### src/rtl/core_pkg.sv
// core_pkg: shared widths, constants and fetch packet type for the RV32I core.
package core_pkg;
  localparam int XLEN = 32;
  localparam logic [XLEN-1:0] NOP_INST = 32'h0000_0013;
  localparam logic [XLEN-1:0] DEFAULT_RESET_PC = 32'h0000_0000;
  typedef logic [XLEN-1:0] word_t;
  typedef struct packed {
    word_t pc;
    word_t inst;
  } fetch_pkt_t;
endpackage

### src/rtl/fetch_stage_if.sv
// fetch_stage_if: imem read port, decode handshake and control lines of the fetch stage.
interface fetch_stage_if;
  import core_pkg::*;
  logic  imem_req;
  word_t imem_addr;
  word_t imem_rdata;
  logic  id_valid;
  logic  id_ready;
  word_t id_pc;
  word_t id_inst;
  logic  redirect;
  word_t redirect_pc;
  logic  halt_req;
  logic  halted;
  logic  fault;
  modport master (
    output imem_req, imem_addr, id_valid, id_pc, id_inst, halted, fault,
    input  imem_rdata, id_ready, redirect, redirect_pc, halt_req
  );
  modport slave (
    input  imem_req, imem_addr, id_valid, id_pc, id_inst, halted, fault,
    output imem_rdata, id_ready, redirect, redirect_pc, halt_req
  );
endinterface

### src/rtl/fetch_buf.sv
// fetch_buf: 2-entry {pc, inst} FIFO; flush beats push in the same cycle.
module fetch_buf
  import core_pkg::*;
(
  input  logic       clk,
  input  logic       rst,
  input  logic       i_push,
  input  logic       i_pop,
  input  logic       i_flush,
  input  fetch_pkt_t i_pkt,
  output logic [1:0] o_count,
  output fetch_pkt_t o_head
);
  fetch_pkt_t r_mem [2];
  logic       r_rd;
  logic       r_wr;
  logic [1:0] r_count;
  always_ff @(posedge clk or posedge rst) begin
    if (rst) begin
      r_rd    <= 1'b0;
      r_wr    <= 1'b0;
      r_count <= 2'd0;
    end else if (i_flush) begin
      r_rd    <= 1'b0;
      r_wr    <= 1'b0;
      r_count <= 2'd0;
    end else begin
      if (i_push) r_wr <= ~r_wr;
      if (i_pop) r_rd <= ~r_rd;
      r_count <= r_count + {1'b0, i_push} - {1'b0, i_pop};
    end
  end
  // storage needs no reset: contents are only visible while r_count != 0
  always_ff @(posedge clk) begin
    if (i_push && !i_flush) r_mem[r_wr] <= i_pkt;
  end
  assign o_count = r_count;
  assign o_head  = r_mem[r_rd];
endmodule

### src/rtl/fetch_stage.sv
// fetch_stage: PC owner issuing 1-cycle imem reads, buffering words and presenting {pc, inst} to decode.
module fetch_stage
  import core_pkg::*;
#(
  parameter word_t RESET_PC = DEFAULT_RESET_PC
) (
  input logic           clk,
  input logic           rst,
  fetch_stage_if.master bus
);
  word_t      r_pc;
  word_t      r_req_pc;
  logic       r_inflight;
  logic       r_drop;
  logic       r_halted;
  logic       r_fault;
  logic [1:0] w_count;
  fetch_pkt_t w_head;
  logic       w_redir;
  logic       w_mis;
  logic       w_valid;
  logic       w_pop;
  logic       w_issue;
  logic       w_push;
  always_comb begin
    w_redir = bus.redirect && !r_halted && !bus.halt_req;
    w_mis   = w_redir && (bus.redirect_pc[1:0] != 2'b00);
    w_valid = (w_count != 2'd0) && !bus.redirect && !r_halted;
    w_pop   = w_valid && bus.id_ready;
    // rst gate keeps the strobe low for the whole reset, not just after the first edge
    w_issue = !rst && !r_halted && !bus.redirect && ((w_count + {1'b0, r_inflight} < 2'd2) || w_pop);
    w_push  = r_inflight && !r_drop;
  end
  always_ff @(posedge clk or posedge rst) begin
    if (rst) begin
      r_pc       <= RESET_PC;
      r_req_pc   <= '0;
      r_inflight <= 1'b0;
      r_drop     <= 1'b0;
      r_halted   <= 1'b0;
      r_fault    <= 1'b0;
    end else begin
      r_inflight <= w_issue;
      r_drop     <= w_redir && r_inflight;
      if (w_issue) begin
        r_pc     <= r_pc + 32'd4;
        r_req_pc <= r_pc;
      end
      if (w_mis) begin
        r_fault  <= 1'b1;
        r_halted <= 1'b1;
      end else if (w_redir) begin
        r_pc <= bus.redirect_pc;
      end
      if (bus.halt_req) r_halted <= 1'b1;
    end
  end
  fetch_buf u_buf (
    .clk     (clk),
    .rst     (rst),
    .i_push  (w_push),
    .i_pop   (w_pop),
    .i_flush (w_redir),
    .i_pkt   ({r_req_pc, bus.imem_rdata}),
    .o_count (w_count),
    .o_head  (w_head)
  );
  assign bus.imem_req  = w_issue;
  assign bus.imem_addr = r_pc;
  assign bus.id_valid  = w_valid;
  assign bus.id_pc     = w_valid ? w_head.pc : '0;
  assign bus.id_inst   = w_valid ? w_head.inst : NOP_INST;
  assign bus.halted    = r_halted;
  assign bus.fault     = r_fault;
endmodule

### src/flat_wrapper.sv
// flat-port wrapper written by rule: the top's interface ports become plain ports
module fetch_stage_flat import core_pkg::*;
#(
  parameter word_t RESET_PC = DEFAULT_RESET_PC
)
  (clk, rst, bus_imem_req, bus_imem_addr, bus_id_valid, bus_id_pc, bus_id_inst, bus_halted, bus_fault, bus_imem_rdata, bus_id_ready, bus_redirect, bus_redirect_pc, bus_halt_req);
  fetch_stage_if bus_i ();
  input logic clk;
  input logic rst;
  output wire logic [$bits(bus_i.imem_req)-1:0] bus_imem_req;
  output wire logic [$bits(bus_i.imem_addr)-1:0] bus_imem_addr;
  output wire logic [$bits(bus_i.id_valid)-1:0] bus_id_valid;
  output wire logic [$bits(bus_i.id_pc)-1:0] bus_id_pc;
  output wire logic [$bits(bus_i.id_inst)-1:0] bus_id_inst;
  output wire logic [$bits(bus_i.halted)-1:0] bus_halted;
  output wire logic [$bits(bus_i.fault)-1:0] bus_fault;
  input wire logic [$bits(bus_i.imem_rdata)-1:0] bus_imem_rdata;
  input wire logic [$bits(bus_i.id_ready)-1:0] bus_id_ready;
  input wire logic [$bits(bus_i.redirect)-1:0] bus_redirect;
  input wire logic [$bits(bus_i.redirect_pc)-1:0] bus_redirect_pc;
  input wire logic [$bits(bus_i.halt_req)-1:0] bus_halt_req;
  assign bus_imem_req = bus_i.imem_req;
  assign bus_imem_addr = bus_i.imem_addr;
  assign bus_id_valid = bus_i.id_valid;
  assign bus_id_pc = bus_i.id_pc;
  assign bus_id_inst = bus_i.id_inst;
  assign bus_halted = bus_i.halted;
  assign bus_fault = bus_i.fault;
  assign bus_i.imem_rdata = bus_imem_rdata;
  assign bus_i.id_ready = bus_id_ready;
  assign bus_i.redirect = bus_redirect;
  assign bus_i.redirect_pc = bus_redirect_pc;
  assign bus_i.halt_req = bus_halt_req;
  fetch_stage #(.RESET_PC(RESET_PC)) u_core (.clk(clk), .rst(rst), .bus(bus_i));
endmodule
### config.mk
export PLATFORM = sky130hd
export DESIGN_NAME = fetch_stage_flat
export DESIGN_NICKNAME = d
export VERILOG_FILES = /design/src/rtl/core_pkg.sv /design/src/rtl/fetch_stage_if.sv /design/src/rtl/fetch_buf.sv /design/src/rtl/fetch_stage.sv /design/src/flat_wrapper.sv
export SDC_FILE = /design/constraint.sdc
export NUM_CORES = 1
export LEC_CHECK = 0
export BUFFER_PORTS_ARGS = -buffer_cell sky130_fd_sc_hd__buf_2
export CAP_MARGIN = 10
export CORE_MARGIN = 1.5
export CORE_UTILIZATION = 30
export CTS_CLUSTER_DIAMETER = 50
export CTS_CLUSTER_SIZE = 25
export DETAILED_ROUTE_END_ITERATION = 8
export GPL_ROUTABILITY_DRIVEN = 0
export SYNTH_ARGS = -nofsm -noshare
export SYNTH_HDL_FRONTEND = slang
export SYNTH_HIERARCHICAL = 1
export SYNTH_SLANG_ARGS = --single-unit
export TNS_END_PERCENT = 20
### constraint.sdc
create_clock -name clk -period 7.4 [get_ports clk]
set_clock_uncertainty 0.15 [all_clocks]
set_input_delay 0.37 -clock clk [delete_from_list [all_inputs] [get_ports clk]]
set_output_delay 0.37 -clock clk [all_outputs]
set_load 0.03 [all_outputs]
# [Word-level counts from Yosys, hierarchy flattened]
# Memories as Yosys holds them, arrays and structs flattened.
# Index checks and enable logic that the tools add are counted.
[op_classes] n_reduce_logical=24 order_cmp=1 mux=14 addsub=4 n_bitwise=2
[op_table] op="$mux 32" count=5
[op_table] op="$add 32x3->32 const B" count=1
[op_table] op="$logic_and 1x1->1" count=12
[op_table] op="$reduce_bool 2->1" count=5
[op_table] op="$mux 1" count=8
[op_table] op="$logic_not 1->1" count=6
[op_table] op="$add 2x1->2" count=2
[op_table] op="$lt 2x2->1 const B" count=1
[op_table] op="$mux 2" count=1
[op_table] op="$not 1->1" count=2
[op_table] op="$sub 2x1->2" count=1
[op_table] op="$logic_or 1x1->1" count=1
[word_totals] mem_count=1 input_bits=69 regBits=72 ram_bits=128
[mem_list] name="u_core.u_buf.r_mem" words=2 word_bits=64 read_ports=1 rd_ports_with_merged_regs=0 write_ports=1 line_no="fetch_buf.sv:14" rtl="fetch_pkt_t r_mem [2];"

# [Depth between registers and ports, before layout]
# Gate-level depths: netlist of run 1.
[logic_depth] depth_word=9 mapped_depth=9

# [Cells and area by module]
# The synthesis of run 1 kept the hierarchy.
[modules_own_cells] mod="fetch_buf" cells_per_inst=217 area_each_um2=5034.8 instances=1 seq_area_each_um2=3943.8
[modules_own_cells] mod="fetch_stage" cells_per_inst=384 area_each_um2=3759.9 instances=1 seq_area_each_um2=1701.6

# [Least setup slack after synthesis of run 1]
# OpenSTA, ideal clock, no wires.
[synth_timing] path_kind="register to register" from="register u_core.r_halted, in the netlist u_core/bus.halted" to="memory u_core/u_buf/r_mem[0][0] (netlist name) (enable)" slack_ps=1098 t_required_ps=6672 setup_time_ps=578 path_buffers=0 stages_incl_launch_ff=4 arrival_time_ps=5575 cell_sequence="dfrtp_1 or3b_2 inv_1 nor3b_1"
[synth_via] elab_chain_cells=7
[synth_rtl] item="from (decl)" line_no="fetch_stage.sv:15" rtl="logic r_halted;"
[synth_rtl] item="from (signal assigned)" line_no="fetch_stage.sv:40" rtl="r_halted <= 1'b0;"
[synth_rtl] item="from (signal assigned)" line_no="fetch_stage.sv:51" rtl="r_halted <= 1'b1;"
[synth_rtl] item="from (signal assigned)" line_no="fetch_stage.sv:55" rtl="if (bus.halt_req) r_halted <= 1'b1;"
[synth_rtl] item="$logic_not 1->1" line_no="fetch_stage.sv:26" rtl="w_redir = bus.redirect && !r_halted && !bus.halt_req;"
[synth_rtl] item="$logic_and 1x1->1 (2 in a row)" line_no="fetch_stage.sv:26"
[synth_rtl] item="named net u_core.w_redir" line_no="fetch_stage.sv:19" rtl="logic w_redir;"
[synth_rtl] item="$logic_not 1->1" line_no="fetch_buf.sv:35" rtl="if (i_push && !i_flush) r_mem[r_wr] <= i_pkt;"
[synth_rtl] item="$logic_and 1x1->1" line_no="fetch_buf.sv:35"
[synth_rtl] item="$mux 1" line_no="fetch_buf.sv:35"
[synth_rtl] item="$mux 1 (not written as such)" line_no="fetch_buf.sv:35"
[synth_rtl] item="to (decl)" line_no="fetch_buf.sv:14"
# The timed path passes the listed nets, and every way through them passes these cells.

==> impl_metrics.ini, run 1 <==
[run_status]
status = finished, final reports clean

[critical_path]
r2r_slack_ps = 4600
crit_buf_inv = 2
crit_arrival_ps = 2610
reg2reg_depth = 4
slowest_stage = dfrtp_4
crit_type = reg2out
crit_family = buffers and inverters
reg2reg_from = u_core/bus.halted
cp-end-kind = primary output
critPathRequiredTime_ps = 6880
cp_max_fo = 42
path_cells = buf_4, mux2_2, nand2b_1, buf_2
start_kind = flip-flop
r2r-end = u_core/u_buf/r_mem[0][2]
slowest_delay_ps = 740

[floorplan]
core-area_um2 = 28800
die-area_um2 = 30400
die_h_um = 174
dieWidth_um = 174
ioPinCount = 169
start_util_pct = 30.6
num_rows = 62

[timing]
worst-slew-pin-transition_ps = 955
rsz0062_at_grt = no
finalSetupViolCount = 0
final.setup.tns_ps = 0
finalCriticalPeriod_ps = 3130
hold_violations = 0
fmax_mhz = 319
slew_viol_final = 0
timing.slew.headroom_pct = 36.3
period_share_pct = 42.3

[finish]
num-fill-cells = 2765
area_growth_pct = 26.8
fin_area_um2 = 11200
final_nets = 888
multi_input_area_um2 = 2960
drive_gt1_share_pct = 38.8
antenna_cells = 0
fin_util_pct = 38.8
ff_latch_area_um2 = 5650

[yosys]
async_flop_share_pct = 36.0
ys_types = 51
synth_nets = 673
syn_avg_cell_area_um2 = 14.6
synth_warnings = 6
synth_common_cells = 128 x edfxtp_1, 72 x dfrtp_1, 69 x and2_1
synth_edf_count = 128
ys_seq_area_share_pct = 64.2
dominantRegCellSynth = edfxtp_1
post-synth-top-count-cell = edfxtp_1
syn-cell-area_um2 = 8790
yosys-top-cells-area = edfxtp_1 44%, dfrtp_1 20%, mux2_4 8.5%
synth_top_area_share_pct = 43.7
synth_seq_cells = 200
post-synth-top-area-cell = edfxtp_1
syn_inst = 601

[pwr]
pwr-share-seq_pct = 53.2
total_power_mw = 2.28
p_int_mw = 1.79
vdd_drop_max_mv = 0.135
p_switching_mw = 0.495
powerDensity_nw_per_um2 = 205
p_leak_nw = 4.85
clock_power_share_pct = 41.0
sw_frac_of_total_pct = 21.7
pwr-share-comb_pct = 5.8

[detailed_routing]
wl_per_cell_um = 16.7
dr.pass1.iters = 6
drcViolationCount = 0
wirelength_um = 20300
vias = 5487
drt_iter0_markers = 253
drtAntennaViolNets = 0
routed_via_density = 4.52

[clocking]
cts_made_buffers = 17
cts_tree = done
htree_levels = 4
cts_resized = 0
clkSlewWorstSetupHoldPaths_ps = 70
clkLatencyLatePin_ps = 430
root_buffer = clkbuf_16
cts_buffer_depth = 2
clock-sinks = 200

[hold_path]
min-delay-start = bus_redirect_pc[24]
hold_path.class = in2reg
min_path_cells = 3
whs_endpoint = u_core/bus.imem_addr[24]

[global_routing]
antenna_found_initial = 0
grt_pass1_vias = 5449
globalRouteOverflowTotal = 0
track_usage_pct = 13.8
grt_pass1_wl_um = 31700
grt_max_degree = 69

[placed_design]
io_buffers = 168
placedInstanceArea_um2 = 10000
hpwl_um = 13100

[job]
cap_viol_max_count = 0
## worst max-delay path by stage
| stage | from | to | slack [ps] | depth (start not counted) |
|---|---|---|---|---|
| after floorplan | u_core/bus.halted | u_core/u_buf/r_mem[0][0] | 1100 | 3 |
| after global placement | bus_redirect | u_core/u_buf/r_mem[0][39] | 4490 | 5 |
| after CTS | u_core/u_buf/r_rd | bus_id_pc[25] | 4190 | 4 |
| final | u_core/u_buf/r_rd | bus_id_inst[1] | 4270 | 4 |
| after global routing | u_core/u_buf/r_rd | bus_id_pc[29] | 4100 | 4 |
| after detailed placement | bus_redirect | u_core/u_buf/r_mem[0][35] | 4410 | 5 |
## flip-flops by register name (all words and copies together) (netlist names)
signal	cells
u_core/bus.fault	1
u_core/bus.halted	1
u_core/bus.imem_addr	32
u_core/r_drop	1
u_core/r_inflight	1
u_core/r_req_pc	32
u_core/u_buf/o_count	2
u_core/u_buf/r_mem	128
u_core/u_buf/r_rd	1
u_core/u_buf/r_wr	1
## metal layers
metal  wire [um]  GRT usage (%)
met1        9480           18.8
met2        9510           21.8
met3        1020           3.59
met4         277           3.92
met5           0              0
## cell usage in the layout (no fill, tap or decap), types with 4 or more instances in the layout
| cell | instances |
|---|---|
| buf_2 | 168 |
| dfrtp_1 | 71 |
| or4_1 | 6 |
| nand4_1 | 7 |
| nand2b_1 | 4 |
| xnor2_1 | 7 |
| o21ai_0 | 19 |
| dlygate4sd3_1 | 52 |
| nand3_1 | 23 |
| mux2_4 | 50 |
| a31oi_1 | 6 |
| buf_4 | 9 |
| a21oi_1 | 7 |
| nor2_1 | 15 |
| xor2_1 | 10 |
| mux2_2 | 48 |
| and2_1 | 69 |
| nand2_1 | 34 |
| and3_1 | 9 |
| edfxtp_1 | 128 |
| clkbuf_16 | 20 |
| inv_1 | 6 |
## power groups by stage
stage	registers [mW]	clock network (mW)	logic, mW
detailed placement	1.24	0	0.111
floorplan	1.24	0	0.0715
global route	1.22	1.01	0.142
finish	1.21	0.937	0.131
global placement	1.24	0	0.109
CTS	1.21	0.968	0.133
## logic make-up after synthesis
kind of cell / share of synthesized area (%)
AOI/OAI and AO/OA: 2.57
xor gates and xnor gates: 1.95
adders and majority gates: 0.427
buffers and inverters: 2.49
DFF: 64.2
muxes: 15.0
and+or+nand+nor: 13.3
## stage by stage
step / hold WS [ps] / worst slack, ps / instances
floorplan: -13.9 / 1100 / 601
global route: 14.8 / 4100 / 1213
CTS: 2.57 / 4190 / 1212
finish: 22.7 / 4270 / 1213
detailed placement: 162 / 4410 / 1129
global placement: 159 / 4490 / 1129
## layout make-up
cell class | count | share of cell area (%)
clock inverters | 8 | 0.639
flip-flops and latches | 200 | 50.6
repair buffers | 229 | 12.8
clock buffers | 24 | 4.80
well taps | 384 | 4.31
inverters | 8 | 0.280
multi-input cells | 360 | 26.5
## what timing repair did
action / CTS / global route
hold buffers: 51 / 1
endpoints found under the hold margin: 86 / 1
setup buffers: 0 / 0
## worst min-delay path, stage by stage
cell and delay [ps]:
buf_2 70, a21boi_0 70, nand3_1 60
No activity file was read; power rests on OpenSTA's default activity.
==> run 2, diff against run 1 <==
Settings changed: ABC_AREA set to 1.
Clock period 7.4 ns to 3.2 ns, I/O delays scaled along.
==> run 2 against run 1 <==
Effect of this change:
- sequential power up 140%
- combinational power rose to 3.8 times the previous value
- largest power group unchanged
- critical endpoint is now bus_id_pc[16]
- core utilization up 0.56 points
==> impl_metrics.ini, run 2 <==
[floorplan]
core-area_um2 = 29800
num_rows = 63
dieWidth_um = 177
die-area_um2 = 31400
die_h_um = 177
ioPinCount = 169
start_util_pct = 30.6

[finish]
drive_gt1_share_pct = 28.5
regMostFlops = u_core/u_buf/r_mem
fin_util_pct = 39.3
antenna_cells = 0
fin_area_um2 = 11700
area_growth_pct = 28.6
layoutNonFillerInstCount = 1480
largest_reg_flops = 128
layout_common_cells = 180 x nand2_1, 168 x buf_2, 128 x edfxtp_1
final_nets = 1149
final_common_cell = nand2_1

[timing]
rsz0062_at_grt = no
timing.slew.headroom_pct = 37.0
fmax_mhz = 391
slew_viol_final = 0
period_share_pct = 79.9
finalCriticalPeriod_ps = 2560
hold_violations = 0
final.setup.tns_ps = 0
worst-slew-pin-transition_ps = 945
whs_ps = 40.2
fin_ws_ps = 643
finalSetupViolCount = 0

[critical_path]
reg2reg_from = u_core/bus.halted
crit_type = reg2out
r2r_slack_ps = 960
slowest_stage = dfrtp_4
crit_buf_inv = 3
reg2reg_depth = 7
r2r-end = u_core/u_buf/r_mem[1][56]
critPathRequiredTime_ps = 2890
crit_path_start = u_core/u_buf/r_rd
start_kind = flip-flop
crit_family = flip-flops
cp-end-kind = primary output
cp_max_fo = 39
slowest_delay_ps = 830
path_cells = buf_12, mux2_4, inv_1, nor2_1, buf_2
crit_arrival_ps = 2250

[detailed_routing]
drtAntennaViolNets = 0
routed_via_density = 4.35
route.met3.wl_um = 1390
wl_per_cell_um = 14.4
drcViolationCount = 0
vias = 6436
wl_met1_um = 10200
wl_met2_um = 9620
dr.max_layer_used = met4
wirelength_um = 21400
dr.pass1.iters = 5
drt_iter0_markers = 430

[pwr]
powerDensity_nw_per_um2 = 483
total_power_mw = 5.65
vdd_drop_max_mv = 0.331
p_leak_nw = 5.37

[yosys]
ys_seq_area_share_pct = 62.0
post-synth-top-area-cell = edfxtp_1
syn-cell-area_um2 = 9110
synth_edf_count = 128
synth_top_area_share_pct = 42.2
synth_nets = 910
synth_common_cells = 181 x nand2_1, 128 x edfxtp_1, 115 x inv_1
post-synth-top-count-cell = nand2_1
yosys-top-cells-area = edfxtp_1 42%, dfrtp_1 20%, nand2_1 7.5%
async_flop_share_pct = 36.0
synth_seq_cells = 200
syn_inst = 838
synth_warnings = 6
ys_types = 37
dominantRegCellSynth = edfxtp_1
syn_avg_cell_area_um2 = 10.9

[global_routing]
globalRouteOverflowTotal = 0
grt_max_degree = 55
antenna_found_initial = 0
grt_pass1_vias = 5969
grt_pass1_wl_um = 32700
track_usage_pct = 13.7

[run_status]
status = finished, final reports clean

[clocking]
cts_setup_buffers = 0
htree_levels = 4
cts.hold.buffers_added = 69
cts_tree = done
clkSlewWorstSetupHoldPaths_ps = 80
clkLatencyLatePin_ps = 430
clock-sinks = 200
root_buffer = clkbuf_16
cts_buffer_depth = 2
cts_made_buffers = 17
cts_resized = 0

[placed_design]
io_buffers = 168
pre_cts_ws_ps = 937
dp.cells = 1379
placedInstanceArea_um2 = 10400
hpwl_um = 14700

[job]
cap_viol_max_count = 0

[hold_path]
hold_path.class = in2async
==> run 2: power by group <==
group	total (mW)	switching, mW	leakage [nW]	internal (mW)
Combinational	0.502	0.266	3.01	0.236
Sequential	2.92	0.101	2.06	2.82
Clock	2.23	1.09	0.297	1.14
Total	5.65	1.46	5.37	4.19
==> run 2: kinds of logic after synthesis <==
| logic type | Yosys count | synth area share (%) |
|---|---|---|
| AO/OA/AOI/OAI | 50 | 2.98 |
| buffers and inverters | 148 | 7.05 |
| adder cells (fa/ha/maj) | 3 | 0.412 |
| AND/OR/NAND/NOR | 366 | 17.4 |
| XOR/XNOR | 7 | 0.673 |
| multiplexers | 64 | 9.48 |
| flip-flops | 200 | 62.0 |
==> run 2: worst max path at each step <==
stage	slack [ps]	cells past startpoint	endpoint
global placement	980	7	u_core/u_buf/r_mem[1][52]
detailed placement	940	7	u_core/u_buf/r_mem[1][57]
floorplan	-40	6	u_core/u_buf/r_mem[0][0]
finish	640	5	bus_id_pc[16]
CTS	570	5	bus_id_pc[11]
global route	500	5	bus_id_pc[7]
==> run 2: worst reg2reg max path, delay by kind of cell, from the launching register on <==
kind	cells	cell delay (ps)
buffers and inverters	3	480
DFF	1	420
and+or+nand+nor	4	840
==> run 2: per-layer routing <==
layer  global-route usage [%]  up-vias
met1                     19.5     3005
met2                     21.1      216
met5                        0        -
li1                         -     3204
met4                     3.25        0
met3                     3.14       11
==> run 2: layout make-up <==
cell class | count | area (um2)
flip-flops and latches | 200 | 5650
well taps | 390 | 488
inverters | 119 | 447
multi-input cells | 490 | 2840
clock inverters | 15 | 198
repair buffers | 249 | 1670
clock buffers | 17 | 425
fillers | 2926 | 18100
==> run 3, diff against run 2 <==
Settings changed: ABC_AREA 1 to 0.
Clock period 3.2 ns to 2.1 ns, I/O delays scaled along.
==> run 3 against run 2 <==
Effect of this change:
- the flow now finishes with violations (setup timing)
- count of clock-buffer cells in the layout is the same
- cell count down 13%
- via count shrank 9.1%
- setup slack worse by 660 ps
- total power up 46%
- sequential power is 45% higher
- worst hold slack lost 1.3 ps
- critical endpoint is now bus_id_pc[4]
- largest cell class unchanged
==> impl_metrics.ini, run 3 (synthesized netlist as in run 1, its figures left out) <==
[run_status]
status = finished with violations
violations = setup timing

[timing]
timing.slew.headroom_pct = 57.8
fin_ws_ps = -20.3
slew_viol_final = 0
finalCriticalPeriod_ps = 2120
hold_violations = 0
final.setup.tns_ps = -63.7
finalSetupViolCount = 10
rsz0062_at_grt = yes
worst-slew-pin-transition_ps = 631
period_share_pct = 101
fmax_mhz = 472

[finish]
layoutNonFillerInstCount = 1289
layout_common_cells = 128 x edfxtp_1, 104 x buf_2, 70 x dfrtp_1
antenna_cells = 0
regMostFlops = u_core/u_buf/r_mem
largest_reg_flops = 128
drive_gt1_share_pct = 47.5
final_common_cell = edfxtp_1
area_growth_pct = 42.6
fin_area_um2 = 12500
final_nets = 964

[placed_design]
placedInstanceArea_um2 = 10500
pre_cts_ws_ps = 35.3
dp.cells = 1172
io_buffers = 168
hpwl_um = 14200

[detailed_routing]
route.met3.wl_um = 1130
wl_per_cell_um = 17.8
wirelength_um = 23000
routed_via_density = 4.54
drtAntennaViolNets = 0
wl_met1_um = 10700
wl_met2_um = 10900
vias = 5850
dr.max_layer_used = met4
drt_iter0_markers = 335
dr.pass1.iters = 5
drcViolationCount = 0

[critical_path]
start_kind = flip-flop
crit_type = reg2out
critPathRequiredTime_ps = 1850
r2r_slack_ps = 80
reg2reg_depth = 8
cp_max_fo = 16
cp-end-kind = primary output
r2r-end = u_core/bus.imem_addr[29]
reg2reg_from = u_core/bus.halted
crit_end = bus_id_pc[4]
crit_path_start = u_core/u_buf/r_rd
crit_arrival_ps = 1870

[pwr]
vdd_drop_max_mv = 0.505
powerDensity_nw_per_um2 = 656
p_leak_nw = 5.19

[hold_path]
hold_path.class = in2async

[global_routing]
antenna_found_initial = 0
grt_max_degree = 39
globalRouteOverflowTotal = 0
grt_pass1_wl_um = 34800
track_usage_pct = 15.2
grt_pass1_vias = 5859

[job]
cap_viol_max_count = 0

[floorplan]
die-area_um2 = 30400
dieWidth_um = 174
ioPinCount = 169
start_util_pct = 30.6
die_h_um = 174
core-area_um2 = 28800
num_rows = 62

[clocking]
clkLatencyLatePin_ps = 430
clkSlewWorstSetupHoldPaths_ps = 80
cts_buffer_depth = 2
clock-sinks = 200
cts_made_buffers = 17
htree_levels = 4
root_buffer = clkbuf_16
cts_tree = done
==> run 3: cell count changes in the layout (fill, tap and decap cells not counted), sizes merged, moves of 9 or more <==
| cell | delta |
|---|---|
| or2 | -9 |
| mux2 | +34 |
| and2 | +69 |
| and3 | +10 |
| nand3 | -14 |
| buf | +56 |
| nor2 | -103 |
| o21ai | -17 |
| nand2 | -149 |
| inv | -108 |
==> run 3: metrics by stage <==
stage / util [%] / power [mW] / hold WS (ps)
4_1_cts: 43.1 / 8.36 / 14.5
6_report: 43.6 / 8.23 / 38.9
5_1_grt: 43.6 / 8.57 / 39.4
3_3_place_gp: 36.4 / 4.81 / -98.8
3_5_place_dp: 36.4 / 4.81 / -85.2
2_1_floorplan: - / 4.61 / -279
==> run 3: area by class of cell <==
class / count / area (um2)
Fill cell: 2584 / 16200
Tap cell: 384 / 480
Sequential cell: 200 / 5650
Clock inverter: 15 / 188
Multi-Input combinational cell: 360 / 3110
Timing Repair Buffer: 305 / 2650
Inverter: 8 / 35.0
Clock buffer: 17 / 425
==> run 3: power by group <==
group	leakage (nW)	internal [mW]	switching [mW]	total, mW
registers	2.01	4.21	0.0353	4.24
clock network	0.301	1.65	1.71	3.36
logic	2.88	0.349	0.282	0.632
==> run 3: routing by layer <==
layer,vias up,global-route usage [%]
li1,2772,-
met1,2882,21.1
met2,180,24.2
met3,16,3.02
met4,0,4.27
met5,-,0
==> run 3: worst min path at each step <==
stage          start                       to  cells past startpoint
2_1_floorplan    rst  u_core/u_buf/o_count[0]                      1
3_3_place_gp     rst        u_core/u_buf/r_wr                      2
3_5_place_dp     rst        u_core/u_buf/r_wr                      2
4_1_cts          rst  u_core/u_buf/o_count[1]                      3
5_1_grt          rst        u_core/u_buf/r_wr                      3
6_report         rst  u_core/u_buf/o_count[1]                      3
==> run 3: timing repair <==
action                     CTS  global route
hold buffers                67             0
pin swaps                   11            24
setup endpoints to repair   65            73
resized for setup          138            36
hold endpoints to repair   124             0
buffers inserted            10             3
gates cloned                 4             1
==> run 3: critical path: stages (launching register included) <==
cell and delay, ps:
dfrtp_4 500, buf_12 160, buf_12 160, mux2_4 310, and2_1 140, buf_4 160
